## config.mk

```make
export PLATFORM = sky130hd
export DESIGN_NAME = cc_speed_select
export DESIGN_NICKNAME = d
export VERILOG_FILES = /design/src/rtl/cc_speed_pkg.sv /design/src/rtl/cc_speed_counter.sv /design/src/rtl/cc_speed_select.sv
export SDC_FILE = /design/constraint.sdc
export NUM_CORES = 1
export LEC_CHECK = 0
export ABC_AREA = 1
export BUFFER_PORTS_ARGS = -buffer_cell sky130_fd_sc_hd__buf_2
export CAP_MARGIN = 20
export CORE_MARGIN = 3
export CORE_UTILIZATION = 60
export DETAILED_ROUTE_END_ITERATION = 8
export PLACE_DENSITY = 0.81
export SLEW_MARGIN = 20
export SYNTH_ARGS = -nofsm -noshare
export SYNTH_HDL_FRONTEND = slang
export SYNTH_SLANG_ARGS = --single-unit
```

## constraint.sdc

```tcl
create_clock -name CC_SPEEDSELECT_CLOCK_50 -period 5.1 [get_ports CC_SPEEDSELECT_CLOCK_50]
set_input_delay 0.765 -clock CC_SPEEDSELECT_CLOCK_50 [delete_from_list [all_inputs] [get_ports CC_SPEEDSELECT_CLOCK_50]]
set_output_delay 0.765 -clock CC_SPEEDSELECT_CLOCK_50 [all_outputs]
set_load 0.01 [all_outputs]
```

## src/rtl/cc_speed_pkg.sv

```systemverilog
// cc_speed_pkg: shared defaults and select clamp for the speed selector
package cc_speed_pkg;
  localparam int CC_SPEED_NUM_DEFAULT = 4;
  localparam int CC_SPEED_CNT_W = 24;
  localparam logic [CC_SPEED_NUM_DEFAULT-1:0][CC_SPEED_CNT_W-1:0] CC_SPEED_DEFAULT_PERIODS = {
    24'd312_500, 24'd625_000, 24'd1_250_000, 24'd2_500_000
  };
  function automatic int cc_speed_clamp(input int sel, input int num);
    return (sel >= num) ? num - 1 : sel;
  endfunction
endpackage

```

## src/rtl/cc_speed_counter.sv

```systemverilog
// cc_speed_counter: loadable down-counter that parks at zero
module cc_speed_counter #(
  parameter int CNT_W = 24,
  parameter logic [CNT_W-1:0] RST_VAL = '0
) (
  input  logic             clk,
  input  logic             rst_n,
  input  logic             load,
  input  logic             hold,
  input  logic [CNT_W-1:0] load_val,
  output logic             zero
);
  logic [CNT_W-1:0] cnt;
  assign zero = (cnt == '0);
  always_ff @(posedge clk or negedge rst_n)
    if (!rst_n) cnt <= RST_VAL;
    else if (load) cnt <= load_val;
    else if (!hold && !zero) cnt <= cnt - CNT_W'(1);
endmodule

```

## src/rtl/cc_speed_select.sv

```systemverilog
// cc_speed_select: N-way speed table with tick generation; speed changes apply only at tick boundaries
module cc_speed_select
  import cc_speed_pkg::*;
#(
  parameter int NUM_SPEEDS = CC_SPEED_NUM_DEFAULT,
  parameter int SEL_W = $clog2(NUM_SPEEDS),
  parameter int CNT_W = CC_SPEED_CNT_W,
  parameter logic [NUM_SPEEDS-1:0][CNT_W-1:0] SPEED_PERIODS = CC_SPEED_DEFAULT_PERIODS
) (
  input  logic             CC_SPEEDSELECT_CLOCK_50,
  input  logic             CC_SPEEDSELECT_RESET_InLow,
  input  logic [SEL_W-1:0] CC_SPEEDSELECT_select_In,
  input  logic             CC_SPEEDSELECT_pause_InHigh,
  input  logic             CC_SPEEDSELECT_restart_InHigh,
  output logic             CC_SPEEDSELECT_tick_Out,
  output logic [SEL_W-1:0] CC_SPEEDSELECT_speed_Out,
  output logic             CC_SPEEDSELECT_pending_Out
);
  logic [SEL_W-1:0] sel_pend, sel_act, sel_clamp;
  logic [CNT_W-1:0] reload;
  logic tick, zero, load;
  assign sel_clamp = SEL_W'(cc_speed_clamp(int'(CC_SPEEDSELECT_select_In), NUM_SPEEDS));
  assign reload = SPEED_PERIODS[sel_pend] - CNT_W'(1);
  // restart overrides pause; a natural reload only happens while running
  assign load = CC_SPEEDSELECT_restart_InHigh | (~CC_SPEEDSELECT_pause_InHigh & zero);
  cc_speed_counter #(
    .CNT_W(CNT_W),
    .RST_VAL(SPEED_PERIODS[0] - CNT_W'(1))
  ) u_cnt (
    .clk(CC_SPEEDSELECT_CLOCK_50),
    .rst_n(CC_SPEEDSELECT_RESET_InLow),
    .load(load),
    .hold(CC_SPEEDSELECT_pause_InHigh),
    .load_val(reload),
    .zero(zero)
  );
  always_ff @(posedge CC_SPEEDSELECT_CLOCK_50 or negedge CC_SPEEDSELECT_RESET_InLow)
    if (!CC_SPEEDSELECT_RESET_InLow) begin
      sel_pend <= '0;
      sel_act  <= '0;
      tick     <= 1'b0;
    end else begin
      sel_pend <= sel_clamp;
      sel_act  <= load ? sel_pend : sel_act;
      tick     <= ~CC_SPEEDSELECT_restart_InHigh & ~CC_SPEEDSELECT_pause_InHigh & zero;
    end
  assign CC_SPEEDSELECT_tick_Out = tick;
  assign CC_SPEEDSELECT_speed_Out = sel_act;
  assign CC_SPEEDSELECT_pending_Out = (sel_pend != sel_act);
endmodule

```

Word-level counts from Yosys, hierarchy flattened
Index checks and enable logic that the tools add are counted.
{ "word_totals": {"inputBits": 6, "elab_cells": 23, "memories": 0, "mem_bits_rw": 0, "out_inout_bits": 4, "latch_bits": 0, "regBits": 29, "rom_bits": 0} }
{ "op_classes": {"muxes": 4, "shift": 0, "n_addsub": 2, "n_reduce_logical": 5, "n_eq_ne": 1, "order_cmp": 1, "n_mul": 0, "bitwise_logic": 6, "n_div": 0} }
{ "ops": {"columns": ["op", "n"], "rows": [
  ["24-bit two-way mux", 3],
  ["24-bit binary-select mux with 2-bit select", 1],
  ["24-bit by 1-bit subtractor with 24-bit output (second input constant)", 2],
  ["24-bit zero test", 1],
  ["1-bit bitwise AND", 3],
  ["2-bit by 3-bit < comparator with 1-bit output (second input constant)", 1],
  ["1-bit zero test", 2],
  ["2-bit != test", 1],
  ["1-bit inverter", 2],
  ["2-bit nonzero test", 1],
  ["1-bit logical AND", 1],
  ["1-bit bitwise OR", 1]
]} }

Longest topological paths before layout
Gate-level depths: netlist of the first run.
{ "logic_depth": {"depth_word": 5, "depth_mapped": 19, "depth_no_buf": 19} }

By module
From an unflattened synthesis of the first run, not the netlist that was laid out.
{ "unflattened": {"cells_unflattened": 338, "area_unflattened_um2": 2318.5} }
{ "modules_own_cells": {"columns": ["module", "n_inst", "seq_area_each_um2", "cells_per_inst", "area_each_um2"], "rows": [
  ["cc_speed_counter", 1, 615.6, 289, 1913.1],
  ["cc_speed_select", 1, 125.1, 49, 405.4]
]} }

Least setup slack after synthesis of the first run
Ideal clock, no wire load.
{ "synth_path": {"path_kind": "in2reg", "startpoint": "input CC_SPEEDSELECT_pause_InHigh", "endpoint": "register u_cnt.cnt[22]", "slack_ps": 2772, "setup_ps": 117, "required_ps": 4983, "arrival_ps": 2211, "cell_stages": 17, "n_path_buf": 0, "cell_sequence": "nor2_1 -> nand3_1 -> nor2_2 -> nand2_4 -> nand2_4 -> inv_2 -> nand2_2 -> ha_1 -> nand3_1 -> nor2_2 -> nand2_1 -> inv_1 -> nand2_2 -> inv_2 -> nand3_2 -> nand2_1 -> nand2_1"} }
{ "synth_via": {"elab_chain_len": 4, "elab_cells_between_ends": 7, "cone_classes": "mux (1); bitwise (3); reduce/logical (3)"} }
{ "synth_rtl": {"columns": ["item", "line", "text"], "rows": [
  ["start: declaration", "cc_speed_select.sv:13", "input logic CC_SPEEDSELECT_pause_InHigh,"],
  ["1-bit inverter", "cc_speed_select.sv:25", "assign load = CC_SPEEDSELECT_restart_InHigh | (~CC_SPEEDSELECT_pause_InHigh & zero);"],
  ["1-bit bitwise AND", "cc_speed_select.sv:25", null],
  ["1-bit bitwise OR", "cc_speed_select.sv:25", null],
  ["24-bit two-way mux or 2-bit nonzero test (tied branches)", null, null],
  ["end signal: assignment", "cc_speed_counter.sv:17", "else if (load) cnt <= load_val;"],
  ["end signal: assignment", "cc_speed_counter.sv:18", "else if (!hold && !zero) cnt <= cnt - CNT_W'(1);"],
  ["end: declaration", "cc_speed_counter.sv:13", "logic [CNT_W-1:0] cnt;"]
]} }
Parallel ways exist; a longest one is shown, timed or not.
A chain may end at the register's enable or synchronous reset.

Worst setup path in the final report of the first run
{ "layout_path": {"startpoint": "input CC_SPEEDSELECT_restart_InHigh", "endpoint": "register u_cnt.cnt[20]"} }
{ "layout_via": {"elab_chain_len": 2, "elab_cells_between_ends": 3, "cone_classes": "mux (1); bitwise (1); reduce/logical (1)"} }
{ "layout_rtl": {"columns": ["item", "line", "text"], "rows": [
  ["start: declaration", "cc_speed_select.sv:14", "input logic CC_SPEEDSELECT_restart_InHigh,"],
  ["1-bit bitwise OR *", "cc_speed_select.sv:25", null],
  ["24-bit two-way mux or 2-bit nonzero test (tied branches)", null, null]
]} }
Every way passes the cells marked *; elsewhere a longest branch is shown, timed or not.

==> impl_summary.log, run 1 <==
INFO  metric fillers = 343
INFO  metric holdBufCountCts = 0
INFO  metric vdd.ir_drop.worst = 0.161 mV
INFO  metric clock_buffers_created_by_tritoncts = 5
INFO  metric cp.required = 5270 ps
INFO  metric floorplan.initialDensity = 0.639
INFO  metric post_route_minimum_period = 3040 ps
INFO  metric cts.repair_timing.setup_buffer_count = 0
INFO  metric post_synth_most_frequent_cells = nand2_1, nand3_1, inv_1, nor2_1, dfrtp_1
INFO  metric post-route-drc-count = 0
INFO  metric synth.ff_latch_count = 29
INFO  metric placement.cell_area = 2440 um2
INFO  metric dieArea = 4810 um2
INFO  metric post_layout_inst_area = 2530 um2
INFO  metric critPathMaxFanout = 25
INFO  metric synth.avg_cell_area = 6.42 um2
INFO  metric hold_path_startpoint = u_cnt.cnt[18]
INFO  metric netlist.area_leader.share = 0.182
INFO  metric clock-sinks = 29
INFO  metric place.detailed.hpwl = 4850 um
INFO  metric synth.most_common_cell = nand2_1
INFO  metric synth_simple_gate_area_frac = 0.490
INFO  metric fp.dieW = 69.4 um
INFO  metric synth_top_cell_by_area = nand2_1
INFO  metric period_share = 0.596
INFO  metric postSynthCellCount = 375
INFO  metric synth.lib_cells_used.distinct = 30
INFO  metric vias_per_cell = 5.69
INFO  metric ctsRootBufferMaster = clkbuf_8
INFO  metric synth-xor-area-share = 0.00364
INFO  metric drive_above_1_share = 0.175
INFO  metric clk_path_buf_depth = 2
INFO  metric avg_wl_per_cell = 14.9 um
INFO  metric postSynth.topFlopCell = dfrtp_1
INFO  metric first_global_vias = 2232
INFO  metric synth-compound-area-share = 0.0514
INFO  metric status = completed
INFO  metric globalplace.congestion = 1.00
INFO  metric yosysWarningCount = 0
INFO  metric clock_latency = 290 ps
INFO  metric tritoncts = done
INFO  metric die-height = 69.4 um
INFO  metric multiInputGateArea = 1390 um2
INFO  metric fmax = 329 MHz
INFO  metric fin_nets = 394
INFO  metric drtPass1Iterations = 5
INFO  metric worst_ep_arrival_time = 3210 ps
INFO  metric post_synth_mux_area_share = 0
INFO  metric postSynth.asyncResetShare = 1.00
INFO  metric wirelength = 6420 um
INFO  metric sequential_area_share_after_synthesis = 0.308
INFO  metric min_path_type = reg -> reg
INFO  metric detailedRoute.firstIterationViolations = 292
INFO  metric worstMarginPinSlew = 715 ps
INFO  metric slew_violations = 0
INFO  metric maxCapViolations = 0
INFO  metric power_density_over_the_cells = 280 nW/um2
INFO  metric setup_viol_count_final = 0
INFO  metric worst_setup_path_start_kind = primary input
INFO  metric grt_setup_unrepaired = false
INFO  metric finalHoldViolCount = 0
INFO  metric critical_path.endpoint_type = register
INFO  metric antenna_found_initial = 0
INFO  metric mappedNetlistArea = 2410 um2
INFO  metric drt.antenna.violating_nets = 0
INFO  metric num_antenna_cells = 0
INFO  metric grt_pass1_wl = 10700 um
INFO  metric io_pins = 10
INFO  metric power.static_leakage = 0.00136 uW
INFO  metric syn_to_final_growth = 4.93%
INFO  metric h_tree_level_count = 2
INFO  metric ff_latch_area = 741 um2
INFO  metric cts_resized = 0
INFO  metric critical_path.startpoint = CC_SPEEDSELECT_restart_InHigh
INFO  metric grt_start_max_net_pins = 30
INFO  metric adder_cell_fraction_of_synth_area = 0.0312
INFO  metric r2r-start = u_cnt.cnt[20]
INFO  metric port-buffer-count = 9
INFO  metric placeableCoreArea = 3770 um2
INFO  metric timing.slew.headroom = 0.521
INFO  metric setup.worst_path.class = in -> reg
INFO  metric synth_top_family_by_area = simple AND/OR/NAND/NOR gates
INFO  metric synth_edf_count = 0
INFO  metric gr-total-overflow = 0
INFO  metric placementRows = 22
INFO  metric vias = 2454
INFO  metric timing.setup.tns = 0 ps
INFO  metric worst_setup_hold_path_clk_slew = 60 ps
INFO  metric finClkSkew = 2.88 ps
INFO  metric global_route.usage.total = 0.277
INFO  metric synthTopCellsByArea = nand2_1, dfrtp_1, dfstp_2
INFO  metric synth.net_count = 387
## cell families (layout without fill, tap and decap cells)
| family | after synthesis | count (layout) |
|---|---|---|
| xor gates and xnor gates | 1 | 1 |
| adders and majority gates | 6 | 6 |
| AOI/OAI and AO/OA | 24 | 24 |
| buffers and inverters | 64 | 72 |
| DFF | 29 | 29 |
| and+or+nand+nor | 251 | 251 |
## power by group
group / internal (uW) / switching (uW) / total (uW)
Clock: 94.3 / 91.3 / 186
Combinational: 69.4 / 157 / 226
Sequential: 271 / 25.1 / 296
## state kept, by name, indices dropped and copies added, names as in the netlist
name and count:
sel_pend 2, CC_SPEEDSELECT_speed_Out 2, u_cnt.cnt 24, CC_SPEEDSELECT_tick_Out 1
## layout by cell type (no fill, tap or decap), drive strengths merged
master,n
inv,52
nor2,52
a21oi,3
dfrtp,17
nand3b,2
buf,10
ha,6
o21ai,19
a31oi,1
nor3,2
o21bai,1
clkbuf,6
nand3,57
nand2,134
dfstp,12
clkinv,4
nand4,4
xor2,1
## stage by stage
stage | hold WS (ps) | utilization | cells | setup slack (ps) | total power (uW)
6_report | 485 | 0.670 | 431 | 2060 | 708
4_1_cts | 486 | 0.670 | 431 | 2110 | 706
2_1_floorplan | 449 | - | 375 | 2770 | 462
3_3_place_gp | 467 | 0.648 | 423 | 1940 | 515
5_1_grt | 509 | 0.670 | 431 | 1870 | 752
3_5_place_dp | 474 | 0.648 | 423 | 1810 | 519
## metal layers
metal / up-vias / track usage / wire length, um
met5: - / 0 / 0
met4: 0 / 0.117 / 213
met3: 24 / 0.0536 / 434
met2: 122 / 0.447 / 3050
met1: 1126 / 0.363 / 2720
li1: 1182 / - / -
## worst paths after layout
kind                       depth (start not counted)  slack [ps]                      end
min in group asynchronous                          1         500            u_cnt.cnt[16]
min reg2reg                                        2         490            u_cnt.cnt[18]
max in group asynchronous                          1        4180  CC_SPEEDSELECT_tick_Out
min                                                2         490            u_cnt.cnt[18]
max reg2reg                                       17        2300            u_cnt.cnt[20]
max                                               13        2060            u_cnt.cnt[20]
## final cells by class
class,instances,area share
clock buffers,6,0.0287
clock inverters,2,0.00396
inverters,54,0.0802
multi-input cells,282,0.550
flip-flops and latches,29,0.293
well taps,48,0.0238
repair buffers,10,0.0208
## worst max-delay path, cell delays in order
cell      delay [ps]
buf_2             90
clkinv_1         560
nand2_4          530
inv_2            110
nand2_2          120
ha_1             170
nand3_1          130
nor2_2           160
nand3_2          140
nor2_2           160
nand3_1           80
nand3_1          110
nand2_1           70
No activity file was read; power rests on OpenSTA's default activity.
==> run 2: changes to the inputs <==
Clock period 5.1 ns to 2.9 ns, I/O delays scaled along.
==> run 2 against run 1 <==
First-iteration DRC count down 18%. Wire length down 4.2%. Cell count up 0.70%. Combinational power up 76%. Largest cell class unchanged.
==> impl_summary.log, run 2 (synthesized netlist as in run 1, its figures left out) <==
INFO  metric reg2reg_setup_slack = 270 ps (-2030 ps)
INFO  metric post_layout_inst_area = 2590 um2 (+2.4%)
INFO  metric wirelength = 6150 um (-4.2%)
INFO  metric finClkSkew = 8.82 ps (+5.94 ps)
INFO  metric fin_nets = 397 (+0.76%)
INFO  metric placement.cell_area = 2470 um2 (+0.92%)
INFO  metric grt_setup_unrepaired = false
INFO  metric min_path_type = in -> async
INFO  metric critPathMaxFanout = 24 (-4.0%)
INFO  metric num_antenna_cells = 0 (unchanged)
INFO  metric vias_per_cell = 5.54 (-2.7%)
INFO  metric cpMostUsedCell = nand2_1
INFO  metric cts_resized = 0 (unchanged)
INFO  metric gr-total-overflow = 0 (unchanged)
INFO  metric cts.repair_timing.setup_buffer_count = 0 (unchanged)
INFO  metric power_density_over_the_cells = 525 nW/um2 (+88%)
INFO  metric critical_path.reg2reg.endpoint = u_cnt.cnt[15]
INFO  metric global_route.usage.total = 0.267 (-0.0108)
INFO  metric first_global_vias = 2323 (+4.1%)
INFO  metric drive_above_1_share = 0.184 (+0.00900)
INFO  metric max_flop_register = u_cnt.cnt
INFO  metric cpMaxStageDelayCell = dfrtp_1
INFO  metric setup_viol_count_final = 0 (unchanged)
INFO  metric rr_worst_depth = 17 (unchanged)
INFO  metric grt_pass1_wl = 10500 um (-1.9%)
INFO  metric largest_register_ff_count = 24 (unchanged)
INFO  metric slew_violations = 0 (unchanged)
INFO  metric holdBufCountCts = 0 (unchanged)
INFO  metric placed_cells_incl_taps = 426 (+0.71%)
INFO  metric io_pins = 10 (unchanged)
INFO  metric vias = 2404 (-2.0%)
INFO  metric drtPass1Iterations = 5 (unchanged)
INFO  metric post_layout_nonfiller_instances = 434 (+0.70%)
INFO  metric ctsRootBufferMaster = clkbuf_8
INFO  metric cp.required = 3080 ps (-2190 ps)
INFO  metric worstMarginPinSlew = 653 ps (-61.5 ps)
INFO  metric floorplan.initialDensity = 0.639 (unchanged)
INFO  metric status = completed
INFO  metric layout_commonest_cell = nand2_1
INFO  metric drt.antenna.violating_nets = 0 (unchanged)
INFO  metric antenna_found_initial = 0 (unchanged)
INFO  metric worst_setup_path_start_kind = register
INFO  metric finalHoldViolCount = 0 (unchanged)
INFO  metric timing.critical_path.slowest_cell_delay = 400 ps (-160 ps)
INFO  metric setup.worst_path.class = reg -> reg
INFO  metric placementRows = 22 (unchanged)
INFO  metric cpLargestDelayFamily = simple AND/OR/NAND/NOR gates
INFO  metric r2r-start = u_cnt.cnt[5]
INFO  metric tritoncts = done
INFO  metric clk_path_buf_depth = 2 (unchanged)
INFO  metric post_route_minimum_period = 2630 ps
INFO  metric grt_start_max_net_pins = 30 (unchanged)
INFO  metric placeableCoreArea = 3770 um2 (unchanged)
INFO  metric maxCapViolations = 0 (unchanged)
INFO  metric globalplace.congestion = 1.04 (+4.0%)
INFO  metric post-route-drc-count = 0 (unchanged)
INFO  metric cell_chain_of_the_critical_path = inv_1 > nand2_1 > nor2_1 > nand2_1 > nor2_2 > nand2_4 > nand2_4 > buf_4 > nand2_1 > nand2_1 > nand2_1 > nor2_1 > nand2_1 > nor2_2 > nand2_1 > nand3_1 > nand2_1
INFO  metric worst_setup_hold_path_clk_slew = 70 ps (about the same)
INFO  metric period_share = 0.907
INFO  metric fp.dieW = 69.4 um (unchanged)
INFO  metric place.detailed.hpwl = 4620 um (-4.6%)
INFO  metric dieArea = 4810 um2 (unchanged)
INFO  metric worst_ep_arrival_time = 2810 ps (-400 ps)
INFO  metric power.static_leakage = 0.00139 uW (+2.0%)
INFO  metric syn_to_final_growth = 7.43%
INFO  metric h_tree_level_count = 2 (unchanged)
INFO  metric clock_buffers_created_by_tritoncts = 5 (unchanged)
INFO  metric fillers = 336 (-2.0%)
INFO  metric ff_latch_area = 741 um2 (unchanged)
INFO  metric clock_latency = 290 ps (about the same)
INFO  metric vdd.ir_drop.worst = 0.393 mV (+140%)
INFO  metric critical_path.endpoint_type = register
INFO  metric multiInputGateArea = 1390 um2 (unchanged)
INFO  metric timing.setup.tns = 0 ps (unchanged)
INFO  metric clock-sinks = 29 (unchanged)
INFO  metric port-buffer-count = 9 (unchanged)
INFO  metric fmax = 380 MHz
INFO  metric avg_wl_per_cell = 14.2 um (-4.9%)
INFO  metric layout.cells.most_common_list = nand2_1, nand3_1, inv_1
INFO  metric timing.slew.headroom = 0.565 (+0.0440)
INFO  metric timing.critical_path.buf_inv = 2 (-1)
INFO  metric die-height = 69.4 um (unchanged)
INFO  metric detailedRoute.firstIterationViolations = 240 (-18%)
==> run 2: cell type report <==
class	count	share of cell area
clock buffers	6	0.0319
inverters	54	0.0783
repair buffers	13	0.0290
well taps	48	0.0232
clock inverters	2	0.0145
multi-input cells	282	0.537
flip-flops and latches	29	0.286
==> run 2: metrics by stage <==
| stage | hold slack, ps | worst slack (ps) | power (uW) | util |
|---|---|---|---|---|
| 2_1_floorplan | 139 | 902 | 812 | - |
| 3_3_place_gp | 467 | 417 | 902 | 0.654 |
| 3_5_place_dp | 470 | 381 | 911 | 0.654 |
| 4_1_cts | 194 | 366 | 1360 | 0.686 |
| 5_1_grt | 216 | 85.1 | 1440 | 0.686 |
| 6_report | 170 | 269 | 1360 | 0.686 |
==> run 2: worst max path at each step <==
stage	start	end	cells past startpoint
2_1_floorplan	CC_SPEEDSELECT_pause_InHigh	u_cnt.cnt[22]	17
3_3_place_gp	CC_SPEEDSELECT_pause_InHigh	u_cnt.cnt[15]	16
3_5_place_dp	CC_SPEEDSELECT_pause_InHigh	u_cnt.cnt[12]	16
4_1_cts	u_cnt.cnt[5]	u_cnt.cnt[15]	17
5_1_grt	u_cnt.cnt[14]	u_cnt.cnt[23]	17
6_report	u_cnt.cnt[5]	u_cnt.cnt[15]	17
==> run 2: report_power, final <==
part,total [uW],internal (uW),switching [uW]
registers,517,476,41.2
clock network,445,279,166
logic,397,125,272
total,1360,880,479
==> run 2: layer usage <==
metal,up-vias,global-route usage,share of wire
met1,1108,0.346,0.43
met3,17,0.0478,0.075
met2,95,0.442,0.47
met5,-,0,0
met4,0,0.0976,0.023
li1,1184,-,-
